$ cat config.mk
export PLATFORM = sky130hd
export DESIGN_NAME = pcie_msi_sched
export DESIGN_NICKNAME = d
export VERILOG_FILES = /design/src/rtl/pcie_msi_sched.sv
export SDC_FILE = /design/constraint.sdc
export NUM_CORES = 1
export LEC_CHECK = 0
export CORE_ASPECT_RATIO = 1.1
export CORE_MARGIN = 5
export CORE_UTILIZATION = 30
export CTS_CLUSTER_DIAMETER = 40
export DETAILED_ROUTE_END_ITERATION = 6
export SLEW_MARGIN = 5
export SYNTH_ARGS = -nofsm -noshare
export SYNTH_HDL_FRONTEND = slang
export SYNTH_SLANG_ARGS = --single-unit
$ cat constraint.sdc
create_clock -name clk -period 1.9 [get_ports clk]
set_input_delay 0.38 -clock clk [delete_from_list [all_inputs] [get_ports clk]]
set_output_delay 0.38 -clock clk [all_outputs]
set_load 0.01 [all_outputs]
$ cat src/rtl/pcie_msi_sched.sv
// rtl/pcie_msi_sched.sv - per-vector MSI scheduler: edge latch, mask, round-robin grant, req/ack with timeout and holdoff
module pcie_msi_sched #(
  parameter int NUM_VEC     = 8,
  parameter int HOLDOFF     = 16,
  parameter int ACK_TIMEOUT = 1024
) (
  input  logic               clk,
  input  logic               reset,
  input  logic [NUM_VEC-1:0] irq,
  input  logic [NUM_VEC-1:0] irq_mask,
  input  logic               msi_enable,
  input  logic               err_clr,
  output logic               app_msi_req,
  output logic [4:0]         app_msi_num,
  output logic [2:0]         app_msi_tc,
  output logic               app_int_sts,
  input  logic               app_msi_ack,
  output logic [NUM_VEC-1:0] pending,
  output logic               timeout_err
);

  localparam int HW = (HOLDOFF > 1) ? $clog2(HOLDOFF) : 1;
  localparam int TW = (ACK_TIMEOUT > 2) ? $clog2(ACK_TIMEOUT) : 1;
  localparam logic [HW-1:0] HOLD_LAST = HW'((HOLDOFF > 0) ? HOLDOFF - 1 : 0);
  localparam logic [TW-1:0] TO_LAST   = TW'(ACK_TIMEOUT - 2);

  typedef enum logic [1:0] {S_IDLE, S_REQ, S_HOLD} state_e;

  state_e             state_q, state_d;
  logic [NUM_VEC-1:0] irq_r_q;
  logic [NUM_VEC-1:0] pending_q, pending_d;
  logic               req_q, req_d;
  logic [4:0]         num_q, num_d;
  logic [4:0]         last_q, last_d;
  logic [HW-1:0]      hold_cnt_q, hold_cnt_d;
  logic [TW-1:0]      to_cnt_q, to_cnt_d;
  logic               err_q, err_d;

  logic [NUM_VEC-1:0] rise, eligible, clr;
  logic               hi_vld, lo_vld, grant_vld, timeout;
  logic [4:0]         hi_idx, lo_idx, grant_idx;

  assign rise     = irq & ~irq_r_q;
  assign eligible = pending_q & ~irq_mask;

  // Round-robin: lowest eligible above last, else lowest eligible overall (wrap).
  always_comb begin
    hi_vld = 1'b0;
    hi_idx = '0;
    lo_vld = 1'b0;
    lo_idx = '0;
    for (int j = 0; j < NUM_VEC; j++) begin
      if (!hi_vld && eligible[j] && (j > int'(last_q))) begin
        hi_vld = 1'b1;
        hi_idx = 5'(j);
      end
      if (!lo_vld && eligible[j]) begin
        lo_vld = 1'b1;
        lo_idx = 5'(j);
      end
    end
    grant_vld = hi_vld | lo_vld;
    grant_idx = hi_vld ? hi_idx : lo_idx;
  end

  always_comb begin
    state_d    = state_q;
    req_d      = req_q;
    num_d      = num_q;
    last_d     = last_q;
    hold_cnt_d = hold_cnt_q;
    to_cnt_d   = to_cnt_q;
    clr        = '0;
    timeout    = 1'b0;
    case (state_q)
      S_IDLE: begin
        if (msi_enable && grant_vld) begin
          req_d    = 1'b1;
          num_d    = grant_idx;
          to_cnt_d = '0;
          state_d  = S_REQ;
        end
      end
      S_REQ: begin
        if (app_msi_ack) begin
          req_d      = 1'b0;
          clr        = NUM_VEC'(1) << num_q;
          last_d     = num_q;
          hold_cnt_d = '0;
          state_d    = (HOLDOFF == 0) ? S_IDLE : S_HOLD;
        end else if (to_cnt_q == TO_LAST) begin
          req_d      = 1'b0;
          timeout    = 1'b1;
          hold_cnt_d = '0;
          state_d    = (HOLDOFF == 0) ? S_IDLE : S_HOLD;
        end else begin
          to_cnt_d = to_cnt_q + 1'b1;
        end
      end
      S_HOLD: begin
        if (hold_cnt_q == HOLD_LAST) state_d = S_IDLE;
        else                         hold_cnt_d = hold_cnt_q + 1'b1;
      end
      default: state_d = S_IDLE;
    endcase
    // New events win over the ack clear; a new timeout wins over err_clr.
    pending_d = (pending_q & ~clr) | rise;
    err_d     = timeout ? 1'b1 : (err_clr ? 1'b0 : err_q);
  end

  always_ff @(posedge clk) begin
    if (reset) begin
      state_q    <= S_IDLE;
      irq_r_q    <= '0;
      pending_q  <= '0;
      req_q      <= 1'b0;
      num_q      <= '0;
      last_q     <= 5'(NUM_VEC - 1);
      hold_cnt_q <= '0;
      to_cnt_q   <= '0;
      err_q      <= 1'b0;
    end else begin
      state_q    <= state_d;
      irq_r_q    <= irq;
      pending_q  <= pending_d;
      req_q      <= req_d;
      num_q      <= num_d;
      last_q     <= last_d;
      hold_cnt_q <= hold_cnt_d;
      to_cnt_q   <= to_cnt_d;
      err_q      <= err_d;
    end
  end

  assign app_msi_req = req_q;
  assign app_msi_num = num_q;
  assign app_msi_tc  = 3'd0;
  assign app_int_sts = 1'b0;
  assign pending     = pending_q;
  assign timeout_err = err_q;

endmodule

# Word-level counts from Yosys, hierarchy flattened
# Cells that the tools add are included.
op_classes:
  add_sub_neg: 2
  order_cmp: 7
  eq_ne: 10
  shifts: 1
  n_mux: 54
  bitwise: 8
  n_reduce_logical: 44
op_table:
  columns: ["cell", "count"]
  rows:
  - ["5-bit 2-to-1 mux", 12]
  - ["10-bit 2-to-1 mux", 3]
  - ["1-bit 2-to-1 mux", 25]
  - ["8-bit AND", 3]
  - ["8-bit NOT", 3]
  - ["1-bit logical AND", 21]
  - ["3-bit by 5-bit greater-than comparator with 1-bit output (first input constant)", 4]
  - ["10-bit case mux with 2 select lines", 1]
  - ["8-bit 2-to-1 mux", 2]
  - ["1-bit zero test", 13]
  - ["4-bit 2-to-1 mux", 3]
  - ["10-bit by 1-bit adder with 10-bit output (second input constant)", 1]
  - ["10-bit == test (second input constant)", 1]
  - ["2-bit by 5-bit greater-than comparator with 1-bit output (first input constant)", 2]
  - ["2-bit 2-to-1 mux", 5]
  - ["2-bit != test (second input constant)", 5]
  - ["3-bit AND reduction", 3]
  - ["8-bit OR", 1]
  - ["4-bit case mux with 2 select lines", 1]
  - ["1-bit by 5-bit << shifter with 8-bit output (first input constant)", 1]
  - ["2-bit case mux with 3 select lines", 1]
  - ["2-bit nonzero test", 3]
  - ["1-bit by 5-bit greater-than comparator with 1-bit output (first input constant)", 1]
  - ["4-bit by 1-bit adder with 4-bit output (second input constant)", 1]
  - ["9 further kinds", 10]
totals:
  register_bits: 44
  input_bits: 21
  output_inout_bits: 19
  elab_cells: 135

# Longest topological paths before layout
logic_depth:
  depth_word: 32
  ltp_mapped: 7
  depth_no_buf: 7

# Worst setup path before layout
# No wires, ideal clock.
synth_timing:
  path_type: "register to register"
  from: "reg hold_cnt_q[0]"
  to: "reg hold_cnt_q[3]"
  setup_ns: 0.070
  arrival_ns: 1.482
  required_ns: 1.830
  slack_ns: 0.348
  stages_incl_launch_ff: 6
  n_path_buf: 0
  period_less_slack_ns: 1.552
  cell_sequence: "dfxtp_1 > ha_1 > a311oi_4 > nor3_2 > or3_1 > a21oi_1"
synth_between:
  elab_chain_cells: 3
  word_cells_on_any_way: 6
  classes_between: "add/sub: 1; eq/ne: 2; mux: 2; reduce/logical: 1"
synth_lines:
  columns: ["element", "line_no", "source"]
  rows:
  - ["from (decl)", "35", "logic [HW-1:0] hold_cnt_q, hold_cnt_d;"]
  - ["from (signal assigned)", "129", "hold_cnt_q <= hold_cnt_d;"]
  - ["4-bit by 1-bit adder with 4-bit output or 4-bit == test (tied branches)", "102, 101", null]
  - ["4-bit 2-to-1 mux or 2-bit != test (tied branches)", null, null]
  - ["4-bit case mux with 2 select lines or 3-bit AND reduction (tied branches)", null, null]
# Parallel ways exist; a longest one is shown, timed or not. The select of a mux whose other input is x is not followed.
# A chain may end at the register's enable or synchronous reset.

# Final worst setup path
layout_timing:
  from: "in irq_mask[2]"
  to: "reg num_q[2], in the netlist app_msi_num[2]"
layout_between:
  elab_chain_cells: 28
  word_cells_on_any_way: 55
  classes_between: "mux: 22; bitwise: 3; reduce/logical: 30"
layout_lines:
  columns: ["element", "line_no", "source"]
  rows:
  - ["from (decl)", "10", "input logic [NUM_VEC-1:0] irq_mask,"]
  - ["8-bit NOT *", "44", "assign eligible = pending_q & ~irq_mask;"]
  - ["8-bit AND *", "44", null]
  - ["1-bit logical AND (2 in series)", "53", "if (!hi_vld && eligible[j] && (j > int'(last_q))) begin"]
  - ["1-bit 2-to-1 mux", "53", null]
  - ["1-bit zero test", "53", null]
  - ["1-bit logical AND (2 in series)", "53", null]
  - ["1-bit 2-to-1 mux", "53", null]
  - ["1-bit zero test", "53", null]
  - ["(+8 left out)", null, null]
  - ["1-bit logical AND (2 in series)", "53", null]
  - ["1-bit 2-to-1 mux", "53", null]
  - ["1-bit zero test", "53", null]
  - ["1-bit logical AND (2 in series)", "53", null]
  - ["1-bit 2-to-1 mux", "53", null]
  - ["1-bit OR", "62", "grant_vld = hi_vld | lo_vld;"]
  - ["1-bit logical AND", "77", "if (msi_enable && grant_vld) begin"]
  - ["2-bit AND reduction (no line)", null, null]
  - ["to (signal assigned)", "127", "num_q <= num_d;"]
  - ["to (decl)", "33", "logic [4:0] num_q, num_d;"]
# Every way passes the cells marked *; elsewhere a longest branch is shown, timed or not.

==> out/qor.tcl <==
set qor(nets) 321
set qor(timing.setup.tns_ns) 0
set qor(yosysMostFrequentCell) {sky130_fd_sc_hd__dfxtp_1}
set qor(half_perimeter_wire_length_of_the_detailed_placement_result_um) 4080
set qor(tritoncts) {yes}
set qor(setup.worst_path.class) {in2reg}
set qor(period_share) 0.898
set qor(report.power.total_mw) 2.13
set qor(antenna-diode-count) 0
set qor(peakVddDrop_v) 0.000397
set qor(remaining_drc_errors) 0
set qor(synth_cells) 242
set qor(timing.hold.worst.class) {reg2reg}
set qor(grt_pass1_wl_um) 8910
set qor(grt_util_met3) 0.0314
set qor(route.detailed.wl_per_inst_um) 14.2
set qor(ioPinCount) 40
set qor(critical_path_required_ns) 2.11
set qor(outcome) {finished, final reports clean}
set qor(grt_util_met1) 0.163
set qor(critPathLaunchType) {input port}
set qor(worstSetupEndpointType) {flop}
set qor(grtUsageMet2) 0.204
set qor(initialDrtViolationCount) 130
set qor(power.combinational.fraction) 0.182
set qor(cp_max_fo) 3
set qor(hold-worst-slack_ns) 0.479
set qor(rsz0062_at_grt) {no}
set qor(initial_utilization) 0.312
set qor(buffer_ports.inserted) 33
set qor(drive_gt1_frac) 0.141
set qor(die_width_um) 89.2
set qor(count_of_flip_flops_with_a_built_in_enable_after_synthesis) 0
set qor(detail_route.vias_per_cell) 5.16
set qor(core.rowCount) 31
set qor(insertion_delay_ns) 0.29
set qor(cell_leakage_power_nw) 1.04
set qor(syn_to_final_growth_pct) 33.3
set qor(groute.usage.overall) 0.128
set qor(finalCriticalPeriod_ns) 1.71
set qor(drt-pass1-iter-count) 4
set qor(yosys.area.top_type_share) 0.387
set qor(power_frac_seq) 0.434
set qor(syn_std_cell_area_mm2) 0.00207
set qor(cts.hold.buffers_added) 0
set qor(synth_top_flop_cell) {sky130_fd_sc_hd__dfxtp_1}
set qor(synth_seq_area_share) 0.387
set qor(synth_warnings) 0
set qor(antenna_left) 0
set qor(post_cts_buffers) 0
set qor(setup_viol) 0
set qor(fmaxAchievable_mhz) 586
set qor(p_int_mw) 1.60
set qor(clkSinkCount) 40
set qor(cts_inserted_buffers) 5
set qor(synth-seq-cells) 40
set qor(floorplan.die.height_um) 97.1
set qor(timing.critical_path.arrival_ns) 1.92
set qor(overflow) 0
set qor(synth_top_area_cell) {sky130_fd_sc_hd__dfxtp_1}
set qor(power_density_mw_per_mm2) 771
set qor(placedCellCount) 372
set qor(synth_top_cells_by_area) {sky130_fd_sc_hd__dfxtp_1 (39%), sky130_fd_sc_hd__nand2b_1 (6.0%), sky130_fd_sc_hd__nor2b_1 (5.1%)}
set qor(cts_buffer_depth) 2
set qor(vias_in_the_first_global_route) 1905
set qor(syn-mean-instance-area_um2) 8.55
set qor(finClkSkew_ns) 0.00642
set qor(cts-root-buf) {sky130_fd_sc_hd__clkbuf_8}
set qor(dr_total_vias) 1957
set qor(netlist_top_cells_count) {sky130_fd_sc_hd__dfxtp_1 (40), sky130_fd_sc_hd__a21oi_1 (20), sky130_fd_sc_hd__nand2b_1 (20)}
set qor(timing.final.max_slew_violations) 0
set qor(grt_antenna_before_repair) 0
set qor(ys_async_sr_fraction) 0
set qor(netSwitchingFraction) 0.249
set qor(max_cap_violations) 0
set qor(hold_viol) 0
set qor(cts_resized) 0
set qor(global_route.peak_usage_layer) {met2}
set qor(stdcell_count) 379
set qor(clkTransAtPathRegs_ns) 0.08
set qor(largest_net_degree_at_the_start_of_global_routing) 33
set qor(final_cell_area_excluding_filler_cells_mm2) 0.00276
set qor(total_switching_power_mw) 0.530
set qor(synth_cell_type_count) 50
set qor(gp_routability_congestion) 0.885
set qor(n_fill_cell) 660
set qor(detailed_place.area_mm2) 0.00263
set qor(ctsHtreeMaxLevel) 2
set qor(pwr-share-clk) 0.384
set qor(wirelength_routed_um) 5380
set qor(die_area_mm2) 0.00866
set qor(core_area_mm2) 0.00663
[worst paths after layout]
check               from             end  slack [ns]  cells after the start
max          irq_mask[2]  app_msi_num[2]        0.19                      7
min           irq_r_q[2]      pending[2]        0.48                      2
max reg2reg  to_cnt_q[1]     to_cnt_q[6]        0.20                      6
min reg2reg   irq_r_q[2]      pending[2]        0.48                      2
[per-stage QoR]
stage / setup slack (ns) / utilization
2_1_floorplan: 0.348 / -
3_3_place_gp: -0.0966 / 0.396
3_5_place_dp: -0.0991 / 0.396
4_1_cts: 0.189 / 0.416
5_1_grt: 0.0632 / 0.416
6_report: 0.195 / 0.416
[critical path, cell delays in order]
cell and delay, ns:
sky130_fd_sc_hd__clkdlybuf4s50_1 0.43, sky130_fd_sc_hd__nand2b_1 0.20, sky130_fd_sc_hd__and4_1 0.22, sky130_fd_sc_hd__buf_4 0.14
sky130_fd_sc_hd__a21oi_1 0.28, sky130_fd_sc_hd__nand2_1 0.09, sky130_fd_sc_hd__o31ai_1 0.18
[power groups by stage]
stage	Clock [mW]	Sequential (mW)	Combinational [mW]
2_1_floorplan	0	0.943	0.194
3_3_place_gp	0	0.942	0.383
3_5_place_dp	0	0.943	0.387
4_1_cts	0.840	0.923	0.388
5_1_grt	0.867	0.930	0.425
6_report	0.816	0.923	0.387
[routing by layer]
metal  routed length, um  vias to the layer above
met2                2550                       46
met1                2480                      919
met5                   0                        -
met3                 226                       14
li1                    -                      978
met4                 121                        0
[flip-flops by register name (all words and copies together) (netlist names)]
register / flops
app_msi_num: 3
app_msi_req: 1
hold_cnt_q: 4
irq_r_q: 8
last_q: 3
pending: 8
state_q: 2
timeout_err: 1
to_cnt_q: 10
[area by class of cell]
type                       instances  area (um^2)  area share
clock buffer                       5         68.8      0.0250
clock inverter                     2         60.1      0.0218
inverter                           4         15.0     0.00544
multi-input combinational        191         1200       0.436
sequential                        40          801       0.290
tap                               82          103      0.0372
timing repair buffer              55          508       0.184
[cells in the final DEF, fill, tap and decap left out, drive strengths merged, types with 4 or more instances in the layout]
master	instances
nor2b	17
and3	4
nor3	8
nor4	5
inv	4
o21ai	13
dfxtp	40
clkdlybuf4s50	33
o31ai	8
buf	22
nand3	9
a31oi	4
clkbuf	5
a211oi	4
nor2	19
conb	6
nand2	18
a21oi	20
nand2b	20
a311oi	5
[cells by family (layout without fill, tap and decap cells)]
family | after synthesis | count (layout) | share of synthesized area
compound gates | 64 | 64 | 0.212
buf+inv | 16 | 66 | 0.0405
other cells | 1 | 6 | 0.00181
fa+ha+maj | 3 | 3 | 0.0182
flops | 40 | 40 | 0.387
simple gates | 116 | 116 | 0.332
xor+xnor | 1 | 1 | 0.00424
mux | 1 | 1 | 0.00484
No activity file was read; power rests on OpenSTA's default activity.
